[src/rtl/seg7_scan_driver.sv]
// -----------------------------------------------------------------------------
// seg7_scan_driver
//
// Time-multiplexed driver for a DIGITS-wide common-cathode 7-segment display.
// One digit is lit per slot of CLK_DIV cycles. The first BLANK_CYCLES cycles of
// each slot are fully dark to suppress ghosting. Display data is double
// buffered. A load goes into a pending buffer, and that buffer is promoted to
// the active buffer only at a frame boundary, so a frame never shows mixed data.
//
// Optional feature: define SEG7_HEX_EN to decode nibbles 10..15 as A b C d E F.
// When it is undefined, those nibbles are shown dark.
//
// Parameters:
//   DIGITS        number of scanned digits (>= 1)
//   CLK_DIV       clock cycles per digit slot (>= 2)
//   BLANK_CYCLES  dark cycles at the start of each slot (< CLK_DIV, 0 = none)
//
// Ports:
//   clk         system clock, rising edge
//   rst_n       asynchronous active-low reset
//   load        capture data/dp/blank into the pending buffer
//   data        4*DIGITS BCD nibbles, nibble 0 = rightmost digit
//   dp          decimal point request per digit
//   blank       force digit dark per digit
//   segments    {g,f,e,d,c,b,a}, active high, registered
//   dp_out      decimal point of the lit digit, registered
//   digit_en    one-hot (or all-zero) digit select, registered
//   frame_done  one-cycle pulse with the first output cycle of each new frame
// -----------------------------------------------------------------------------
module seg7_scan_driver #(
    parameter int DIGITS       = 4,
    parameter int CLK_DIV      = 1000,
    parameter int BLANK_CYCLES = 1
) (
    input  logic                  clk,
    input  logic                  rst_n,
    input  logic                  load,
    input  logic [4*DIGITS-1:0]   data,
    input  logic [DIGITS-1:0]     dp,
    input  logic [DIGITS-1:0]     blank,
    output logic [6:0]            segments,
    output logic                  dp_out,
    output logic [DIGITS-1:0]     digit_en,
    output logic                  frame_done
);

    localparam int PW = $clog2(CLK_DIV);
    localparam int DW = (DIGITS > 1) ? $clog2(DIGITS) : 1;

    localparam logic [PW-1:0] P_LAST  = PW'(CLK_DIV - 1);
    localparam logic [DW-1:0] D_LAST  = DW'(DIGITS - 1);

    // Scan position
    logic [PW-1:0]          p_reg;
    logic [DW-1:0]          d_reg;

    // Pending and active display buffers
    logic [4*DIGITS-1:0]    pend_data_reg;
    logic [DIGITS-1:0]      pend_dp_reg;
    logic [DIGITS-1:0]      pend_blank_reg;
    logic                   pend_valid_reg;
    logic [4*DIGITS-1:0]    act_data_reg;
    logic [DIGITS-1:0]      act_dp_reg;
    logic [DIGITS-1:0]      act_blank_reg;

    // Registered outputs
    logic [6:0]             segments_reg;
    logic                   dp_out_reg;
    logic [DIGITS-1:0]      digit_en_reg;
    logic                   frame_done_reg;
    // High while the scan state is the (0,0) that follows a frame wrap, so the
    // post-reset (0,0) does not produce a frame_done pulse.
    logic                   wrap_reg;

    logic                   slot_last;
    logic                   frame_last;
    logic                   in_gap;
    logic [3:0]             act_nibble [DIGITS];
    logic [DIGITS-1:0]      sel_onehot;
    logic [6:0]             segments_next;
    logic                   dp_out_next;
    logic [DIGITS-1:0]      digit_en_next;

    function automatic logic [6:0] seg7_decode(input logic [3:0] nib);
        logic [6:0] s;
        case (nib)
            4'd0:    s = 7'b0111111;
            4'd1:    s = 7'b0000110;
            4'd2:    s = 7'b1011011;
            4'd3:    s = 7'b1001111;
            4'd4:    s = 7'b1100110;
            4'd5:    s = 7'b1101101;
            4'd6:    s = 7'b1111101;
            4'd7:    s = 7'b0000111;
            4'd8:    s = 7'b1111111;
            4'd9:    s = 7'b1101111;
`ifdef SEG7_HEX_EN
            4'd10:   s = 7'b1110111;
            4'd11:   s = 7'b1111100;
            4'd12:   s = 7'b0111001;
            4'd13:   s = 7'b1011110;
            4'd14:   s = 7'b1111001;
            default: s = 7'b1110001;
`else
            default: s = 7'b0000000;
`endif
        endcase
        return s;
    endfunction

    assign slot_last  = (p_reg == P_LAST);
    assign frame_last = slot_last && (d_reg == D_LAST);

    genvar gi;
    generate
        for (gi = 0; gi < DIGITS; gi++) begin : g_digit
            assign act_nibble[gi] = act_data_reg[4*gi +: 4];
            assign sel_onehot[gi] = (d_reg == DW'(gi));
        end

        // With no gap configured the comparison is dropped entirely rather
        // than comparing against zero.
        if (BLANK_CYCLES > 0) begin : g_gap
            assign in_gap = (p_reg < PW'(BLANK_CYCLES));
        end else begin : g_no_gap
            assign in_gap = 1'b0;
        end
    endgenerate

    always_comb begin
        segments_next = 7'd0;
        dp_out_next   = 1'b0;
        digit_en_next = '0;
        if (!in_gap) begin
            digit_en_next = sel_onehot;
            if (!act_blank_reg[d_reg]) begin
                segments_next = seg7_decode(act_nibble[d_reg]);
                dp_out_next   = act_dp_reg[d_reg];
            end
        end
    end

    always_ff @(posedge clk or negedge rst_n) begin
        if (!rst_n) begin
            p_reg          <= '0;
            d_reg          <= '0;
            pend_data_reg  <= '0;
            pend_dp_reg    <= '0;
            pend_blank_reg <= '0;
            pend_valid_reg <= 1'b0;
            act_data_reg   <= '0;
            act_dp_reg     <= '0;
            act_blank_reg  <= '1;
            segments_reg   <= 7'd0;
            dp_out_reg     <= 1'b0;
            digit_en_reg   <= '0;
            frame_done_reg <= 1'b0;
            wrap_reg       <= 1'b0;
        end else begin
            // Scan counters
            if (slot_last) begin
                p_reg <= '0;
                d_reg <= (d_reg == D_LAST) ? '0 : d_reg + 1'b1;
            end else begin
                p_reg <= p_reg + 1'b1;
            end

            // Promotion uses the flag as it stood before this edge, so a load
            // landing on the boundary cycle waits for the next boundary.
            if (frame_last && pend_valid_reg) begin
                act_data_reg  <= pend_data_reg;
                act_dp_reg    <= pend_dp_reg;
                act_blank_reg <= pend_blank_reg;
            end

            if (load) begin
                pend_data_reg  <= data;
                pend_dp_reg    <= dp;
                pend_blank_reg <= blank;
                pend_valid_reg <= 1'b1;
            end else if (frame_last) begin
                pend_valid_reg <= 1'b0;
            end

            segments_reg   <= segments_next;
            dp_out_reg     <= dp_out_next;
            digit_en_reg   <= digit_en_next;
            wrap_reg       <= frame_last;
            frame_done_reg <= wrap_reg;
        end
    end

    assign segments   = segments_reg;
    assign dp_out     = dp_out_reg;
    assign digit_en   = digit_en_reg;
    assign frame_done = frame_done_reg;

endmodule

[config.mk]
export PLATFORM = sky130hd
export DESIGN_NAME = seg7_scan_driver
export DESIGN_NICKNAME = d
export VERILOG_FILES = /design/src/rtl/seg7_scan_driver.sv
export SDC_FILE = /design/constraint.sdc
export NUM_CORES = 1
export LEC_CHECK = 0
export CORE_ASPECT_RATIO = 1.75
export CORE_MARGIN = 2
export CORE_UTILIZATION = 30
export DETAILED_ROUTE_END_ITERATION = 8
export PLACE_DENSITY = 0.5
export SYNTH_ARGS = -nofsm -noshare
export SYNTH_HDL_FRONTEND = slang
export SYNTH_SLANG_ARGS = --single-unit
[constraint.sdc]
create_clock -name clk -period 4.6 [get_ports clk]
set_clock_uncertainty 0.2 [all_clocks]
set_input_delay 0.46 -clock clk [delete_from_list [all_inputs] [get_ports clk]]
set_output_delay 0.46 -clock clk [all_outputs]
set_load 0.05 [all_outputs]
Word level (Yosys, flattened, before mapping):

Memories as Yosys holds them, arrays and structs flattened.
Index checks and enable logic that the tools add are counted.

* register bits: 75
* bits in read-only memories: 112
* bits of input ports: 27
* output and inout bits: 13
* word-level logic and storage cells: 45
* memories: 1

* $add $sub $neg: 2
* magnitude comparators: 3
* equality and inequality tests: 4
* mux-type cells: 16
* bitwise operators: 1
* reduce and logical (&&, ||, !) cells: 4

Memories
* (no name shown): depth 16, bits a word 7, rd ports 1, clocked after memory_dff 0, wr ports 0, RTL line 86 `case (nib)`

Operator list (number)
* two-way mux 7 bit: 2
* two-way mux 4 bit: 3
* adder 10 x 1 -> 10 bit, second input constant: 1
* equality test 10 bit, second input constant: 1
* less-than comparator 10 x 1 -> 1 bit, second input constant: 1
* two-way mux 10 bit: 1
* binary-select mux 4 bit (select 2 bit): 1
* two-way mux 1 bit: 6
* binary-select mux 1 bit (select 2 bit): 2
* equality test 2 bit, second input constant: 2
* greater-or-equal comparator 3 bit, second input constant: 1
* less-than comparator 2 x 3 -> 1 bit, second input constant: 1
* inverter 2 -> 3 bit: 1
* adder 2 x 1 -> 2 bit, second input constant: 1
* equality test 2 x 1 -> 1 bit, second input constant: 1
* logical AND 1 bit: 2
* zero test 2 bit: 1
* two-way mux 2 bit: 1
* nonzero test 2 bit: 1

Depth between registers and ports, before layout:

An unclocked memory read counts as a cell.

* word-level depth: 7
* depth in mapped cells: 8
* depth with buffers taken out: 7

Least setup slack after synthesis:

No wires, ideal clock.

* path kind: register -> register
* start: register p_reg[0]
* end: register act_data_reg[0]
* setup time: 0.127 ns
* arrival time: 1.734 ns
* required time: 4.273 ns
* setup slack: 2.539 ns
* stages on the path, launching flop included: 8
* path buffers: 2
* clock period less this slack: 2.061 ns
* cell sequence: dfrtp_1 ha_1 nand3_2 nor4_4 and3_1 buf_4 buf_12 mux2_1

* longest elaborated chain between the ends: 3

RTL lines
* from (decl): RTL line 54 `logic [PW-1:0] p_reg;`
* from (signal assigned): RTL line 165 `p_reg <= p_reg + 1'b1;`
* equality test 10 bit: RTL line 111 `assign slot_last = (p_reg == P_LAST);`
* logical AND 1 bit: RTL line 112 `assign frame_last = slot_last && (d_reg == D_LAST);`
* logical AND 1 bit: RTL line 170 `if (frame_last && pend_valid_reg) begin`
* to (signal assigned): RTL line 171 `act_data_reg <= pend_data_reg;`
* to (decl): RTL line 62 `logic [4*DIGITS-1:0] act_data_reg;`

Every way passes these cells.
A chain may end at the register's enable or synchronous reset.

Worst setup path in the final report:

* start: register p_reg[0]
* end: register act_data_reg[8]

The elaborated chain is that of the path after synthesis.

==> key figures <==
Timing
  – Number of setup violations in the final report: 0
  – Setup TNS: 0 ns
  – Transition time of the tightest slew-check pin: 1.093 ns
  – Fin worst setup slack: 1.505 ns
  – Slew margin rel.: 27.12%
  – Portion of the clock cycle consumed by the worst path in the final layout: 67.29%
  – Post-layout min period: 3.095 ns
  – RSZ-0062 raised after global routing: false
  – Max-slew violation total from the final report: 0
  – Highest clock frequency the design can meet: 0.3231 GHz
  – Final Hold Viols: 0

Die
  – Core outline area: 0.01064 mm²
  – Top-level I/O count: 40
  – Initial Utilization: 30.64%
  – Num rows: 50
  – Die Y: 141.9 µm
  – Die outline area: 0.01174 mm²
  – Die X-Extent: 82.78 µm

Synth
  – Post-synthesis cell count: 231
  – Async S/R FF share, synth: 100.0%
  – Commonest cells in the synthesized netlist: 71 x sky130_fd_sc_hd__dfrtp_1, 29 x sky130_fd_sc_hd__mux2_2, 20 x sky130_fd_sc_hd__mux2_1
  – Seq/Total Area, Yosys: 57.76%
  – Yosys top cell area share: 54.53%
  – Cell area after synthesis: 0.003258 mm²
  – Number of nets produced by synthesis: 269
  – Yosys warning total: 0
  – Count of unique library cells instantiated by Yosys: 35
  – Average instance area after synthesis: 14.10 µm²
  – EDFF count, synth: 0
  – Cell with the most instances after synthesis: sky130_fd_sc_hd__dfrtp_1
  – Leading register cell type out of synthesis: sky130_fd_sc_hd__dfrtp_1
  – Top area cells in the synthesized netlist: sky130_fd_sc_hd__dfrtp_1 55%, sky130_fd_sc_hd__mux2_2 10%, sky130_fd_sc_hd__mux2_1 6.9%, sky130_fd_sc_hd__ha_1 4.2%, sky130_fd_sc_hd__mux4_2 4.1%
  – Synthesized flop and latch total: 75
  – Post-synthesis cell type with the largest combined area: sky130_fd_sc_hd__dfrtp_1

Routing
  – Total vias in the final route: 1876
  – Number of optimization iterations in the first detailed-route pass: 4
  – Vias per cell: 4.621
  – Routed wire length per instance: 14.01 µm
  – Detailed router's first-iteration violation count: 79
  – Detail Route Antenna Nets: 0
  – Total DRC errors in the routed layout: 0
  – Detailed Route WL: 5688 µm

Finish
  – Layout Nets: 309
  – Post-layout util: 37.66%
  – Count of inserted antenna diode cells: 0
  – Synth-to-Final Area Change: 22.93%
  – Number of fill cells in the layout: 1073
  – Non-filler instance count after layout: 406
  – Proportion of layout cells with a drive suffix above 1: 21.01%

Place
  – Placed cell count: 390
  – Final weighted congestion in routability-driven placement: 0.8227
  – Placed wire-length estimate: 3919 µm
  – IO Port Bufs: 39
  – Worst slack after detailed placement: 1.453 ns

Global routing
  – First-pass GRT wire length: 9577 µm
  – GRT Residual Overflow: 0
  – Tot GR Track Use: 11.27%
  – Via count of the first global-routing pass: 1946
  – Largest net degree at the start of global routing: 76
  – Number of antenna violations at the first check in global routing: 0

Clocking
  – Root buf cell: sky130_fd_sc_hd__clkbuf_16
  – TritonCTS clock tree: yes
  – Clock latency of the later-clocked register in the worst-skew pair: 0.33 ns
  – Clock buffer count from CTS: 9
  – CTS H-tree depth: 3
  – Number of clock sinks: 75
  – Setup Buffers After CTS: 0
  – Clock-pin slew reported for the worst setup and hold paths after clock tree synthesis: 0.06 ns
  – Clock Path Buffers: 2
  – Number of buffers inserted by hold repair at cts: 0
  – Number of gates resized after CTS: 0

Critical path
  – Depth of the worst register-to-register path: 5
  – Cell at the slowest stage of the critical path: sky130_fd_sc_hd__and3_1
  – Flop-to-flop setup slack: 1.50 ns
  – Crit Path Category: reg -> reg
  – Capture instance of the worst register-to-register path: act_data_reg[8]
  – Critical path capture point type: flip-flop
  – Critical path, cell by cell: ha_1, nand3_2, nor4_4, and3_1, mux2_2
  – Critical Path Source Type: flip-flop
  – Total buffers and inverters traversed by the critical path: 0
  – Largest incremental delay on the critical path: 0.99 ns
  – Reg2reg start: p_reg[0]
  – Top Family by Delay on Critical Path: simple AND/OR/NAND/NOR gates
  – Arrival time reported for the critical path endpoint: 3.11 ns
  – CP Max Fanout: 24
  – CP required: 4.61 ns

Worst hold path
  – Worst min-delay path category: in -> async

Pwr
  – PD cells: 350.8 mW/mm²
  – Leakage power: 1.746 nW
  – Maximum vdd drop: 195.1 µV
  – Total power: 1.405 mW

Run status
  – Result of the run: finished clean

Run
  – Reported max-cap violation count: 0
==> cell type report <==
| class | count | area, µm² | area share (%) |
|---|---|---|---|
| clock buffers | 12 | 256.5 | 6.404 |
| clock inverters | 4 | 25.02 | 0.6248 |
| inverters | 10 | 37.54 | 0.9372 |
| multi-input cells | 135 | 1246 | 31.12 |
| flip-flops and latches | 75 | 1882 | 46.99 |
| well taps | 130 | 162.7 | 4.061 |
| repair buffers | 40 | 395.4 | 9.872 |
==> worst register-to-register path, stage by stage (launching register included) <==
cell	delay, ns
sky130_fd_sc_hd__dfrtp_1	0.39
sky130_fd_sc_hd__ha_1	0.25
sky130_fd_sc_hd__nand3_2	0.14
sky130_fd_sc_hd__nor4_4	0.58
sky130_fd_sc_hd__and3_1	0.99
sky130_fd_sc_hd__mux2_2	0.43
==> stage by stage <==
stage / area [µm²] / hold WS (ns)
4_1_cts: 4005 / 0.1128
6_report: 4005 / 0.07653
3_5_place_dp: 3724 / 0.1443
5_1_grt: 4005 / 0.1654
2_1_floorplan: 3258 / -0.03559
3_3_place_gp: 3724 / 0.1366
==> how the worst max path moves through the flow <==
stage	startpoint	endpoint	slack, ns	depth (start not counted)
after floorplan	p_reg[0]	act_data_reg[0]	2.54	7
after global placement	p_reg[0]	act_data_reg[9]	1.53	5
after detailed placement	p_reg[0]	act_data_reg[7]	1.45	5
after CTS	p_reg[0]	act_data_reg[7]	1.43	5
after global routing	p_reg[0]	act_data_reg[8]	1.19	5
final	p_reg[0]	act_data_reg[8]	1.50	5
==> where the power goes <==
group	total [mW]	internal, mW	leakage (nW)	switching, mW
registers	0.693	0.682	0.922	0.0117
logic	0.0619	0.0380	0.689	0.0239
clock network	0.650	0.392	0.135	0.257
total	1.40	1.11	1.75	0.293
==> cell families (layout without fill, tap and decap cells) <==
kind of cell	after synthesis	count (layout)	share of synthesized area, %
xor gates and xnor gates	7	7	1.882
DFF	75	75	57.76
buffers and inverters	21	66	3.994
AOI/OAI and AO/OA	16	16	2.996
muxes	57	57	21.70
adders and majority gates	11	11	4.224
and+or+nand+nor	44	44	7.450
==> cell usage in the layout, fill, tap and decap left out, types with 4 or more instances in the layout <==
| cell type | synthesis | routed |
|---|---|---|
| sky130_fd_sc_hd__and2_1 | 5 | 5 |
| sky130_fd_sc_hd__inv_1 | 10 | 10 |
| sky130_fd_sc_hd__mux2_2 | 29 | 29 |
| sky130_fd_sc_hd__mux4_2 | 6 | 6 |
| sky130_fd_sc_hd__a21oi_1 | 5 | 5 |
| sky130_fd_sc_hd__xnor2_1 | 4 | 4 |
| sky130_fd_sc_hd__nand2_1 | 6 | 6 |
| sky130_fd_sc_hd__ha_1 | 11 | 11 |
| sky130_fd_sc_hd__clkbuf_16 | 0 | 9 |
| sky130_fd_sc_hd__dfstp_2 | 4 | 4 |
| sky130_fd_sc_hd__nand3_1 | 4 | 4 |
| sky130_fd_sc_hd__o21ai_0 | 5 | 5 |
| sky130_fd_sc_hd__mux2_1 | 20 | 20 |
| sky130_fd_sc_hd__nor2_1 | 12 | 12 |
| sky130_fd_sc_hd__clkdlybuf4s50_1 | 0 | 38 |
| sky130_fd_sc_hd__dfrtp_1 | 71 | 71 |
==> metal layers <==
layer,track usage [%],wire (µm),vias to the layer above
met5,0,0,-
met4,6.730,159,0
met3,3.244,176,9
met2,18.08,2981,34
met1,13.01,2371,951
li1,-,-,882
(Power assumes the default switching activity.)
